File: src/rtl/dma_seq_demux_pkg.sv
// Shared types for the DMA arbiter sequence path.
// Holds the {last, vfid, len} sequence entry and the demux FSM states.
package lynxTypes;

    localparam int N_REGIONS      = 4;
    localparam int N_REGIONS_BITS = (N_REGIONS > 1) ? $clog2(N_REGIONS) : 1;
    localparam int LEN_BITS       = 28;
    localparam int AXI_DATA_BITS  = 512;
    localparam int BEAT_LOG_BITS  = $clog2(AXI_DATA_BITS / 8);
    localparam int BLEN_BITS      = LEN_BITS - BEAT_LOG_BITS;

    typedef struct packed {
        logic                      last;
        logic [N_REGIONS_BITS-1:0] vfid;
        logic [BLEN_BITS-1:0]      len;
    } mux_seq_t;

    typedef enum logic {
        ST_IDLE,
        ST_STREAM
    } dma_demux_state_t;

endpackage

File: src/rtl/dma_seq_demux_slice.sv
// Two-entry AXIS skid register for one demux output region.
// Input ready comes from a flop, so it never depends on the output ready.
module dma_demux_slice #(
    parameter int W = 8
) (
    input  logic         aclk,
    input  logic         aresetn,
    input  logic         s_valid,
    output logic         s_ready,
    input  logic [W-1:0] s_data,
    output logic         m_valid,
    input  logic         m_ready,
    output logic [W-1:0] m_data
);

    logic         main_vld;
    logic         skid_vld;
    logic [W-1:0] main_q;
    logic [W-1:0] skid_q;

    assign s_ready = ~skid_vld;
    assign m_valid = main_vld;
    assign m_data  = main_q;

    always_ff @(posedge aclk) begin
        if (!aresetn) begin
            main_vld <= 1'b0;
            skid_vld <= 1'b0;
        end else if (!main_vld || m_ready) begin
            if (skid_vld) begin
                main_q   <= skid_q;
                main_vld <= 1'b1;
                skid_vld <= 1'b0;
            end else begin
                main_q   <= s_data;
                main_vld <= s_valid;
            end
        end else if (s_valid && s_ready) begin
            skid_q   <= s_data;
            skid_vld <= 1'b1;
        end
    end

endmodule

File: src/rtl/dma_seq_demux.sv
// Steers the shared DMA read stream to per-region streams in sequence order.
// DMA_DEMUX_OREG_EN adds a skid register slice on every region output.
module dma_seq_demux #(
    parameter int DATA_BITS = lynxTypes::AXI_DATA_BITS,
    parameter int N_REGIONS = lynxTypes::N_REGIONS,
    parameter int LEN_BITS  = lynxTypes::LEN_BITS,
    localparam int BEAT_LOG_BITS  = $clog2(DATA_BITS / 8),
    localparam int N_REGIONS_BITS = (N_REGIONS > 1) ? $clog2(N_REGIONS) : 1,
    localparam int BLEN_BITS      = LEN_BITS - BEAT_LOG_BITS,
    localparam int SEQ_BITS       = 1 + N_REGIONS_BITS + BLEN_BITS
) (
    input  logic                   aclk,
    input  logic                   aresetn,
    input  logic                   s_mux_valid,
    output logic                   s_mux_ready,
    input  logic [SEQ_BITS-1:0]    s_mux_data,
    input  logic                   s_axis_tvalid,
    output logic                   s_axis_tready,
    input  logic [DATA_BITS-1:0]   s_axis_tdata,
    input  logic [DATA_BITS/8-1:0] s_axis_tkeep,
    input  logic                   s_axis_tlast,
    output logic [N_REGIONS-1:0]   m_axis_tvalid,
    input  logic [N_REGIONS-1:0]   m_axis_tready,
    output logic [DATA_BITS-1:0]   m_axis_tdata,
    output logic [DATA_BITS/8-1:0] m_axis_tkeep,
    output logic [N_REGIONS-1:0]   m_axis_tlast
);

    import lynxTypes::*;

    dma_demux_state_t          state_q, state_d;
    logic [BLEN_BITS-1:0]      cnt_q, cnt_d;
    logic [N_REGIONS_BITS-1:0] vfid_q, vfid_d;
    logic                      last_q, last_d;

    logic                      seq_last;
    logic [N_REGIONS_BITS-1:0] seq_vfid;
    logic [BLEN_BITS-1:0]      seq_len;

    logic [N_REGIONS-1:0] sel_oh;
    logic [N_REGIONS-1:0] dst_valid;
    logic [N_REGIONS-1:0] dst_ready;
    logic                 others_busy;
    logic                 sel_hit;
    logic                 sel_ready;
    logic                 streaming;
    logic                 cnt_zero;
    logic                 beat_hs;
    logic                 final_hs;
    logic                 entry_hs;

    // Routing uses the sequence entry only; the DMA-side last is informational.
    logic unused_tlast;
    assign unused_tlast = s_axis_tlast;

    assign {seq_last, seq_vfid, seq_len} = s_mux_data;

    always_comb begin
        sel_oh = '0;
        for (int i = 0; i < N_REGIONS; i++)
            sel_oh[i] = (int'(vfid_q) == i);
    end

    assign sel_hit   = |sel_oh;
    assign streaming = aresetn && (state_q == ST_STREAM);
    assign cnt_zero  = (cnt_q == '0);

    // Unmapped vfid drains its beats so the shared stream cannot deadlock.
    assign sel_ready = sel_hit ? ((|(sel_oh & dst_ready)) && !others_busy)
                               : 1'b1;

    assign s_axis_tready = streaming && sel_ready;
    assign beat_hs       = s_axis_tvalid && s_axis_tready;
    assign final_hs      = beat_hs && cnt_zero;
    assign s_mux_ready   = aresetn && ((state_q == ST_IDLE) || final_hs);
    assign entry_hs      = s_mux_valid && s_mux_ready;
    assign dst_valid     = (streaming && s_axis_tvalid) ? sel_oh : '0;

    always_comb begin
        state_d = state_q;
        cnt_d   = cnt_q;
        vfid_d  = vfid_q;
        last_d  = last_q;
        unique case (state_q)
            ST_IDLE: begin
                if (entry_hs) begin
                    state_d = ST_STREAM;
                    cnt_d   = seq_len;
                    vfid_d  = seq_vfid;
                    last_d  = seq_last;
                end
            end
            ST_STREAM: begin
                if (beat_hs) begin
                    if (!cnt_zero) begin
                        cnt_d = cnt_q - BLEN_BITS'(1);
                    end else if (entry_hs) begin
                        cnt_d  = seq_len;
                        vfid_d = seq_vfid;
                        last_d = seq_last;
                    end else begin
                        state_d = ST_IDLE;
                    end
                end
            end
            default: state_d = ST_IDLE;
        endcase
    end

    always_ff @(posedge aclk) begin
        if (!aresetn) begin
            state_q <= ST_IDLE;
            cnt_q   <= '0;
            vfid_q  <= '0;
            last_q  <= 1'b0;
        end else begin
            state_q <= state_d;
            cnt_q   <= cnt_d;
            vfid_q  <= vfid_d;
            last_q  <= last_d;
        end
    end

`ifdef DMA_DEMUX_OREG_EN
    localparam int KEEP_BITS = DATA_BITS / 8;
    localparam int PW        = 1 + KEEP_BITS + DATA_BITS;

    logic [PW-1:0]        slice_in;
    logic [PW-1:0]        out_data [N_REGIONS];
    logic [N_REGIONS-1:0] out_valid;

    assign slice_in = {last_q && cnt_zero, s_axis_tkeep, s_axis_tdata};

    // Output data is shared, so only one slice may hold beats at a time.
    assign others_busy = |(~sel_oh & out_valid);

    for (genvar g = 0; g < N_REGIONS; g++) begin : g_slice
        dma_demux_slice #(
            .W(PW)
        ) u_slice (
            .aclk    (aclk),
            .aresetn (aresetn),
            .s_valid (dst_valid[g]),
            .s_ready (dst_ready[g]),
            .s_data  (slice_in),
            .m_valid (out_valid[g]),
            .m_ready (m_axis_tready[g]),
            .m_data  (out_data[g])
        );
    end

    always_comb begin
        m_axis_tvalid = '0;
        m_axis_tlast  = '0;
        m_axis_tdata  = '0;
        m_axis_tkeep  = '0;
        for (int i = 0; i < N_REGIONS; i++) begin
            if (aresetn && out_valid[i]) begin
                m_axis_tvalid[i] = 1'b1;
                m_axis_tlast[i]  = out_data[i][PW-1];
                m_axis_tdata     = out_data[i][DATA_BITS-1:0];
                m_axis_tkeep     = out_data[i][DATA_BITS +: KEEP_BITS];
            end
        end
    end
`else
    assign others_busy   = 1'b0;
    assign dst_ready     = m_axis_tready;
    assign m_axis_tvalid = dst_valid;
    assign m_axis_tlast  = (streaming && last_q && cnt_zero) ? sel_oh : '0;
    assign m_axis_tdata  = s_axis_tdata;
    assign m_axis_tkeep  = s_axis_tkeep;
`endif

endmodule

File: config.mk
export PLATFORM = sky130hd
export DESIGN_NAME = dma_seq_demux
export DESIGN_NICKNAME = d
export VERILOG_FILES = /design/src/rtl/dma_seq_demux_pkg.sv /design/src/rtl/dma_seq_demux_slice.sv /design/src/rtl/dma_seq_demux.sv
export SDC_FILE = /design/constraint.sdc
export NUM_CORES = 1
export LEC_CHECK = 0
export CORE_AREA = 2 2 466 468
export DETAILED_ROUTE_END_ITERATION = 7
export DIE_AREA = 0 0 468 470
export SYNTH_ARGS = -nofsm -noshare
export SYNTH_HDL_FRONTEND = slang
export SYNTH_HIERARCHICAL = 1
export SYNTH_SLANG_ARGS = --single-unit
export TNS_END_PERCENT = 5
File: constraint.sdc
create_clock -name aclk -period 6.6 [get_ports aclk]
set_input_delay 1.32 -clock aclk [delete_from_list [all_inputs] [get_ports aclk]]
set_output_delay 1.32 -clock aclk [all_outputs]
set_load 0.05 [all_outputs]
==> results of run 1 <==
## layout by cell type, fill, tap and decap left out, types with 3 or more instances in the layout
master	count
a221oi_1	5
o211a_1	4
nor2_1	18
mux2i_1	8
nor2b_1	3
xnor2_1	5
a221o_1	3
and3_1	5
o21ai_1	4
nor4_4	3
nor3_1	8
o21ai_0	6
or4_1	5
inv_1	14
a21o_1	4
clkdlybuf4s50_1	40
a21oi_1	9
a31oi_1	7
nand2b_1	3
nand4_1	3
o22ai_1	4
clkbuf_16	3
buf_4	4
nand2_1	24
diode_2	3
dfxtp_1	26
nand3_1	9
nor4_1	6
## flip-flops by register name (all words and copies together), names as in the netlist
| register | count |
|---|---|
| vfid_q | 2 |
| state_q | 1 |
| last_q | 1 |
| cnt_q | 22 |
## metal layers
| layer | wire, um | up-vias |
|---|---|---|
| li1 | - | 991 |
| met1 | 7300 | 1232 |
| met2 | 59000 | 1128 |
| met3 | 65100 | 296 |
| met4 | 7400 | 2 |
| met5 | 69 | - |
## worst max-delay path: stages
cell,delay (ps)
clkdlybuf4s50_1,890
nand4_1,590
nor3_1,330
clkdlybuf4s50_1,850
## power by group through the flow
stage                     Combinational (mW)  Sequential (mW)  Clock, mW
after CTS                              0.160            0.199      0.140
after floorplan                         1.06            0.187          0
after detailed placement               0.160            0.203          0
final                                  0.161            0.200      0.140
after global placement                 0.156            0.201          0
after global routing                   0.173            0.202      0.148
## worst paths after layout
| check | depth (start not counted) | end | slack, ps |
|---|---|---|---|
| setup reg to reg | 7 | cnt_q[4] | 3790 |
| hold / removal | 2 | last_q | 460 |
| setup / recovery | 4 | m_axis_tlast[0] | 1290 |
| hold reg to reg | 2 | last_q | 460 |
## cell families after synthesis
family	synth area share
AOI/OAI and AO/OA	0.0866
xor gates and xnor gates	0.00695
adders and majority gates	0.00199
buffers and inverters	0.711
DFF	0.0826
muxes	0.0199
and+or+nand+nor	0.0910
## per-stage QoR
step / worst slack [ps] / utilization / area, um^2 / total power, mW / cells
after floorplan: 2200 / - / 6300 / 1.24 / 821
after global placement: 1300 / 0.0273 / 5890 / 0.357 / 3125
after detailed placement: 1280 / 0.0273 / 5890 / 0.362 / 3125
after CTS: 1280 / 0.0277 / 5970 / 0.500 / 3128
after global routing: 1140 / 0.0277 / 5970 / 0.523 / 3129
final: 1290 / 0.0277 / 5980 / 0.501 / 3131
## synthesized netlist by cell type, types with 5 or more instances
library cell / number / share of area
inv_1: 14 / 0.0083
nor2_1: 18 / 0.011
mux2i_1: 8 / 0.013
nor3_1: 8 / 0.0064
nor4_1: 6 / 0.0060
a31oi_1: 7 / 0.0070
or4_1: 5 / 0.0060
and3_1: 5 / 0.0050
nand2_1: 24 / 0.014
xnor2_1: 5 / 0.0070
buf_4: 578 / 0.69
o21ai_0: 6 / 0.0048
clkbuf_1: 9 / 0.0054
nand3_1: 9 / 0.0072
buf_2: 5 / 0.0040
a21oi_1: 9 / 0.0072
a221oi_1: 5 / 0.0070
dfxtp_1: 26 / 0.083
## cell type report
type | instances | area [um^2]
Sequential cell | 26 | 520
Timing Repair Buffer | 45 | 450
Tap cell | 2854 | 3570
Antenna cell | 3 | 7.51
Multi-Input combinational cell | 186 | 1300
Clock buffer | 3 | 75.1
Fill cell | 25800 | 210000
Inverter | 14 | 52.6
==> results.py, run 1 <==
metrics = {
    "route": {
        "drc": 0,
        "wire_per_inst_um": 44.4,
        "firstDrtPassIters": 5,
        "drtIter0Drc": 274,
        "drtAntennaViolNets": 0,
        "vias_per_cell": 1.17,
        "wirelength_mm": 139,
        "vias": 3649,
    },
    "power_and_ir_drop": {
        "max-vdd-ir-drop_mv": 0.0692,
        "pwr-share-seq": 0.399,
        "switching_share": 0.356,
        "power_leakage_nw": 0.919,
        "comb_power_share": 0.321,
        "clkPwrFrac": 0.280,
        "power_density_nw_per_um2": 83.8,
        "switching_power_mw": 0.178,
        "power.internal_mw": 0.322,
    },
    "timing": {
        "finalCriticalPeriod_ps": 5310,
        "slew_viol_final": 0,
        "fmax_mhz": 188,
        "tightestPinTransition_ps": 830,
        "clock_skew_ps": 2.45,
        "whs_ps": 456,
        "setup_tns_ps": 0,
        "setup_viol": 0,
        "hold_violations": 0,
        "worst_slew_margin_rel": 0.444,
        "rsz0062_at_grt": "no",
        "fin_crit_sh": 0.805,
    },
    "logic_synthesis": {
        "synth_cell_types": 62,
        "ys_ff_latch": 26,
        "yosysWarnings": 6,
        "synth-seq-area-share": 0.0826,
        "netlist_instances": 821,
        "avgSynthCellArea_um2": 7.67,
        "async_flop_share": 0,
        "synth_flop_cell": "dfxtp_1",
        "synth_fp_nets": 1432,
        "synth_area_um2": 6300,
        "synth_edf_count": 0,
    },
    "layout": {
        "finalNetCount": 887,
        "final_layout_size_suffix_gt1_frac": 0.0949,
        "syn_to_final_growth_pct": -5.11,
    },
    "grt": {
        "antenna_found_initial": 13,
        "grt_pass1_wl_mm": 147,
        "overflow": 0,
        "grt_pass1_vias": 3316,
        "grt_use_met3": 0.262,
        "met2_usage": 0.183,
        "grt_max_degree": 21,
        "grt_use_total": 0.121,
        "use_met1": 0.0185,
        "grt-busiest-layer": "met3",
    },
    "run_status": {
        "outcome": "finished, final reports clean",
    },
    "clock_network": {
        "clock_latency_ps": 270,
        "numCtsBuffers": 3,
        "cts_tree": "yes",
        "post_cts_buffers": 0,
        "clock_tree.root_cell": "clkbuf_16",
        "h-tree-depth": 1,
        "cts-resized-gates": 0,
        "cts_sinks": 26,
        "postCtsHoldBufs": 0,
        "clock_tree.buffer_depth": 2,
        "clkTransAtPathRegs_ps": 70,
    },
    "setup_path": {
        "endpoint_kind": "output port",
        "rr_startpoint": "cnt_q[0]",
        "cp.arrival_ps": 3990,
        "cp-start-kind": "input pin",
        "critPathMaxFanout": 15,
        "crit_type": "in -> out",
        "timing.critical_path.from": "aresetn",
        "critPathRequiredTime_ps": 5280,
    },
    "die": {
        "die_h_um": 470,
        "fp.dieW_um": 468,
        "ios": 1196,
        "dieArea_um2": 220000,
        "start_util": 0.0292,
        "num_rows": 171,
        "core_area_um2": 216000,
    },
    "place": {
        "dp_hpwl_mm": 135,
        "port_buffers": 42,
        "routabilityCongestion": 0.833,
    },
    "worst_hold_path": {
        "hp-start": "last_q",
        "hp-class": "reg -> reg",
    },
    "job": {
        "cap_viol_max_count": 0,
    },
}
Note: power is estimated with default switching activity, not from simulation.
==> run 2, diff against run 1 <==
- CORE_AREA: 2 2 466 468 -> 2 2 463 465
- DIE_AREA: 0 0 468 470 -> 0 0 465 467
- clock period: 6.6 -> 4.9 ns (I/O delays scaled with it)
==> results.py, run 2 (same netlist as run 1, synthesis figures left out) <==
metrics = {
    "run_status": {
        "outcome": "finished, final reports clean",
    },
    "timing": {
        "tightestPinTransition_ps": 826,
        "hold_violations": 0,
        "setup_viol": 0,
        "rsz0062_at_grt": "no",
        "finalCriticalPeriod_ps": 4070,
        "finalWorstSetupSlack_ps": 833,
        "slew_viol_final": 0,
        "worst_slew_margin_rel": 0.447,
        "setup_tns_ps": 0,
        "fin_crit_sh": 0.830,
        "clock_skew_ps": 2.04,
        "fmax_mhz": 246,
    },
    "clock_network": {
        "clock_tree.root_cell": "clkbuf_16",
        "cts-resized-gates": 0,
        "h-tree-depth": 1,
        "cts_sinks": 26,
        "numCtsBuffers": 3,
        "clock_tree.buffer_depth": 2,
        "clock_latency_ps": 270,
        "clkTransAtPathRegs_ps": 70,
        "postCtsHoldBufs": 0,
        "cts_tree": "yes",
        "post_cts_buffers": 0,
    },
    "route": {
        "firstDrtPassIters": 5,
        "drtAntennaViolNets": 0,
        "vias_per_cell": 1.17,
        "vias": 3633,
        "wire_per_inst_um": 46.3,
        "drc": 0,
        "drtIter0Drc": 262,
        "wirelength_mm": 144,
    },
    "power_and_ir_drop": {
        "power_mw": 0.698,
        "power_leakage_nw": 0.959,
        "max-vdd-ir-drop_mv": 0.138,
        "power_density_nw_per_um2": 117,
    },
    "place": {
        "dp_hpwl_mm": 140,
        "preCtsSetupSlack_ps": 836,
        "port_buffers": 42,
        "routabilityCongestion": 0.888,
    },
    "layout": {
        "final_layout_size_suffix_gt1_frac": 0.133,
        "final_common_cell": "clkdlybuf4s50_1",
        "regMostFlops": "cnt_q",
        "syn_to_final_growth_pct": -5.18,
        "fill_cells": 25200,
        "largest_reg_flops": 22,
        "finalNetCount": 890,
        "final_cell_mix": "clkdlybuf4s50_1 (33), dfxtp_1 (26), nand2_1 (24), nor2_1 (18), inv_1 (14)",
        "top_regs": "cnt_q x22, vfid_q x2",
    },
    "job": {
        "cap_viol_max_count": 0,
    },
    "setup_path": {
        "cp.arrival_ps": 3090,
        "rrSetupSlack_ps": 1890,
        "cp-start-kind": "input pin",
        "reg2reg_to": "cnt_q[8]",
        "critPathMaxFanout": 12,
        "reg2reg_depth": 7,
        "critPathRequiredTime_ps": 3920,
        "endpoint_kind": "output port",
        "rr_startpoint": "cnt_q[0]",
        "crit_type": "in -> out",
    },
    "worst_hold_path": {
        "min_to": "last_q",
        "hp-start": "last_q",
        "hp-class": "reg -> reg",
        "whs_path_depth": 2,
    },
    "die": {
        "die_h_um": 467,
        "start_util": 0.0298,
        "dieArea_um2": 217000,
        "ios": 1196,
        "core_area_um2": 212000,
        "num_rows": 169,
        "fp.dieW_um": 465,
    },
    "grt": {
        "grt_pass1_vias": 3444,
        "grt_use_total": 0.127,
        "overflow": 0,
        "antenna_found_initial": 14,
        "grt_max_degree": 21,
        "grt_pass1_wl_mm": 152,
    },
}
## run 2: stage by stage
| step | hold slack [ps] | cell area [um^2] | instances | util |
|---|---|---|---|---|
| 6_report | 460 | 5970 | 3104 | 0.0282 |
| 5_1_grt | 520 | 5970 | 3104 | 0.0282 |
| 4_1_cts | 459 | 5960 | 3099 | 0.0282 |
| 3_5_place_dp | 449 | 5870 | 3095 | 0.0277 |
| 3_3_place_gp | 466 | 5870 | 3095 | 0.0277 |
| 2_1_floorplan | 429 | 6300 | 821 | - |
## run 2: how the worst max path moves through the flow
stage / start / endpoint / slack, ps / cells after the start
after global routing: aresetn / s_mux_ready / 670 / 7
after CTS: aresetn / s_mux_ready / 830 / 7
after global placement: aresetn / s_mux_ready / 810 / 7
after floorplan: aresetn / s_mux_ready / 1180 / 6
final: aresetn / s_mux_ready / 830 / 7
after detailed placement: aresetn / s_mux_ready / 840 / 7
## run 2: critical path: stages
cell and delay, ps:
clkdlybuf4s50_1 790, nand3b_1 170, o221ai_1 220, buf_4 250, nand2_1 190, nor2b_1 260, buf_12 190
## run 2: area by class of cell
| class | instances | area (um^2) | share of cell area |
|---|---|---|---|
| well taps | 2821 | 3530 | 0.591 |
| multi-input cells | 186 | 1300 | 0.218 |
| flip-flops and latches | 26 | 520 | 0.0872 |
| repair buffers | 48 | 468 | 0.0784 |
| clock buffers | 4 | 88.8 | 0.0149 |
| inverters | 14 | 52.6 | 0.00880 |
| diodes | 5 | 12.5 | 0.00210 |
## run 2: per-layer routing
layer / up-vias / track usage / share of wire
li1: 996 / - / -
met1: 1196 / 0.0193 / 0.053
met2: 1107 / 0.180 / 0.40
met3: 330 / 0.280 / 0.47
met4: 4 / 0.0778 / 0.072
met5: - / 0.00681 / 0.0015
## run 2: power by group
| group | total [mW] | switching, mW | leakage, nW | internal (mW) |
|---|---|---|---|---|
| clock network | 0.206 | 0.0810 | 0.0442 | 0.125 |
| registers | 0.266 | 0.0357 | 0.215 | 0.230 |
| logic | 0.226 | 0.129 | 0.700 | 0.0975 |
| total | 0.698 | 0.245 | 0.959 | 0.453 |
==> run 3, diff against run 2 <==
- CORE_AREA: 2 2 463 465 -> 2 2 471 473
- DIE_AREA: 0 0 465 467 -> 0 0 473 475
- clock period: 4.9 -> 3.3 ns (I/O delays scaled with it)
==> results.py, run 3 (same netlist as run 1, synthesis figures left out) <==
metrics = {
    "clock_network": {
        "clock_tree.root_cell": "clkbuf_16",
        "clock_tree.buffer_depth": 2,
        "clkTransAtPathRegs_ps": 70,
        "h-tree-depth": 1,
        "cts_tree": "yes",
        "cts_sinks": 26,
        "clock_latency_ps": 270,
        "postCtsHoldBufs": 0,
        "numCtsBuffers": 3,
        "cts-resized-gates": 0,
        "post_cts_buffers": 0,
    },
    "power_and_ir_drop": {
        "switching_power_mw": 0.347,
        "switching_share": 0.343,
        "comb_power_share": 0.341,
        "max-vdd-ir-drop_mv": 0.190,
        "pwr-share-seq": 0.385,
        "power_density_nw_per_um2": 163,
        "clkPwrFrac": 0.274,
        "power.internal_mw": 0.663,
        "power_leakage_nw": 1.03,
    },
    "route": {
        "firstDrtPassIters": 4,
        "vias": 3642,
        "drc": 0,
        "vias_per_cell": 1.15,
        "wire_per_inst_um": 45.8,
        "wirelength_mm": 145,
        "drtAntennaViolNets": 0,
        "drtIter0Drc": 228,
    },
    "setup_path": {
        "endpoint_kind": "output port",
        "critPathRequiredTime_ps": 2640,
        "cp.arrival_ps": 2350,
        "crit_type": "reg -> out",
        "critPathMaxFanout": 7,
        "cp-start-kind": "register",
    },
    "die": {
        "fp.dieW_um": 473,
        "ios": 1196,
        "die_h_um": 475,
        "start_util": 0.0287,
        "dieArea_um2": 225000,
        "num_rows": 172,
        "core_area_um2": 219000,
    },
    "grt": {
        "grt_max_degree": 21,
        "antenna_found_initial": 13,
        "grt_pass1_vias": 3192,
        "grt_use_met3": 0.283,
        "grt-busiest-layer": "met3",
        "overflow": 0,
        "use_met1": 0.0137,
        "met2_usage": 0.182,
        "grt_use_total": 0.123,
        "grt_pass1_wl_mm": 152,
    },
    "run_status": {
        "outcome": "finished, final reports clean",
    },
    "worst_hold_path": {
        "hp-class": "reg -> reg",
    },
    "layout": {
        "final_layout_size_suffix_gt1_frac": 0.167,
        "final_common_cell": "clkdlybuf4s50_1",
        "multiInputGateArea_um2": 1300,
        "final_util": 0.0283,
        "largest_reg_flops": 22,
        "regMostFlops": "cnt_q",
        "fill_cells": 26100,
        "top_regs": "cnt_q x22, vfid_q x2",
        "final_cells": 3160,
        "final_cell_mix": "clkdlybuf4s50_1 (32), dfxtp_1 (26), nand2_1 (24), nor2_1 (18), buf_4 (17)",
        "finalNetCount": 901,
        "syn_to_final_growth_pct": -1.71,
        "area.sequential_um2": 520,
    },
    "timing": {
        "hold_violations": 0,
        "setup_viol": 0,
        "rsz0062_at_grt": "no",
        "worst_slew_margin_rel": 0.552,
        "finalCriticalPeriod_ps": 3010,
        "fin_crit_sh": 0.911,
        "fmax_mhz": 333,
        "slew_viol_final": 0,
        "tightestPinTransition_ps": 670,
        "whs_ps": 474,
        "setup_tns_ps": 0,
        "clock_skew_ps": 2.92,
    },
    "place": {
        "dp_hpwl_mm": 141,
        "port_buffers": 42,
        "dp_cells": 3156,
        "routabilityCongestion": 0.849,
    },
    "job": {
        "cap_viol_max_count": 0,
    },
}
run 3: stage by stage:
| stage | worst slack [ps] | cell area (um^2) | total power, mW |
|---|---|---|---|
| floorplan | 123 | 6300 | 2.49 |
| finish | 295 | 6190 | 1.01 |
| global placement | 307 | 6110 | 0.731 |
| CTS | 299 | 6190 | 1.01 |
| global route | 120 | 6190 | 1.06 |
| detailed placement | 351 | 6110 | 0.734 |
run 3: worst paths after layout:
check | to | from | slack (ps) | cells after the start
setup / recovery | m_axis_tlast[0] | cnt_q[4] | 290 | 6
hold / removal | last_q | last_q | 470 | 2
setup reg to reg | cnt_q[4] | cnt_q[4] | 850 | 7
hold reg to reg | last_q | last_q | 470 | 2
run 3: power groups by stage:
| stage | Clock [mW] | Combinational [mW] | Sequential, mW |
|---|---|---|---|
| floorplan | 0 | 2.11 | 0.374 |
| global placement | 0 | 0.338 | 0.392 |
| detailed placement | 0 | 0.340 | 0.394 |
| CTS | 0.279 | 0.342 | 0.387 |
| global route | 0.294 | 0.371 | 0.393 |
| finish | 0.277 | 0.344 | 0.389 |
run 3: per-layer routing:
metal / up-vias / wire length, um / share of wire
met5: - / 391 / 0.0027
met4: 4 / 7350 / 0.051
met3: 270 / 71100 / 0.49
met2: 1148 / 60400 / 0.42
met1: 1207 / 5650 / 0.039
li1: 1013 / - / -
run 3: cell type report:
class | count | share of cell area
well taps | 2871 | 0.580
clock buffers | 3 | 0.0121
multi-input cells | 186 | 0.210
repair buffers | 59 | 0.105
inverters | 14 | 0.00849
flip-flops and latches | 26 | 0.0841
diodes | 1 | 0.000404
run 3: critical path: stages (launching register included):
cell,delay [ps]
dfxtp_1,390
nor4_4,500
nand3_2,260
nor2_1,190
nand4_1,200
nor3_1,340
buf_12,190
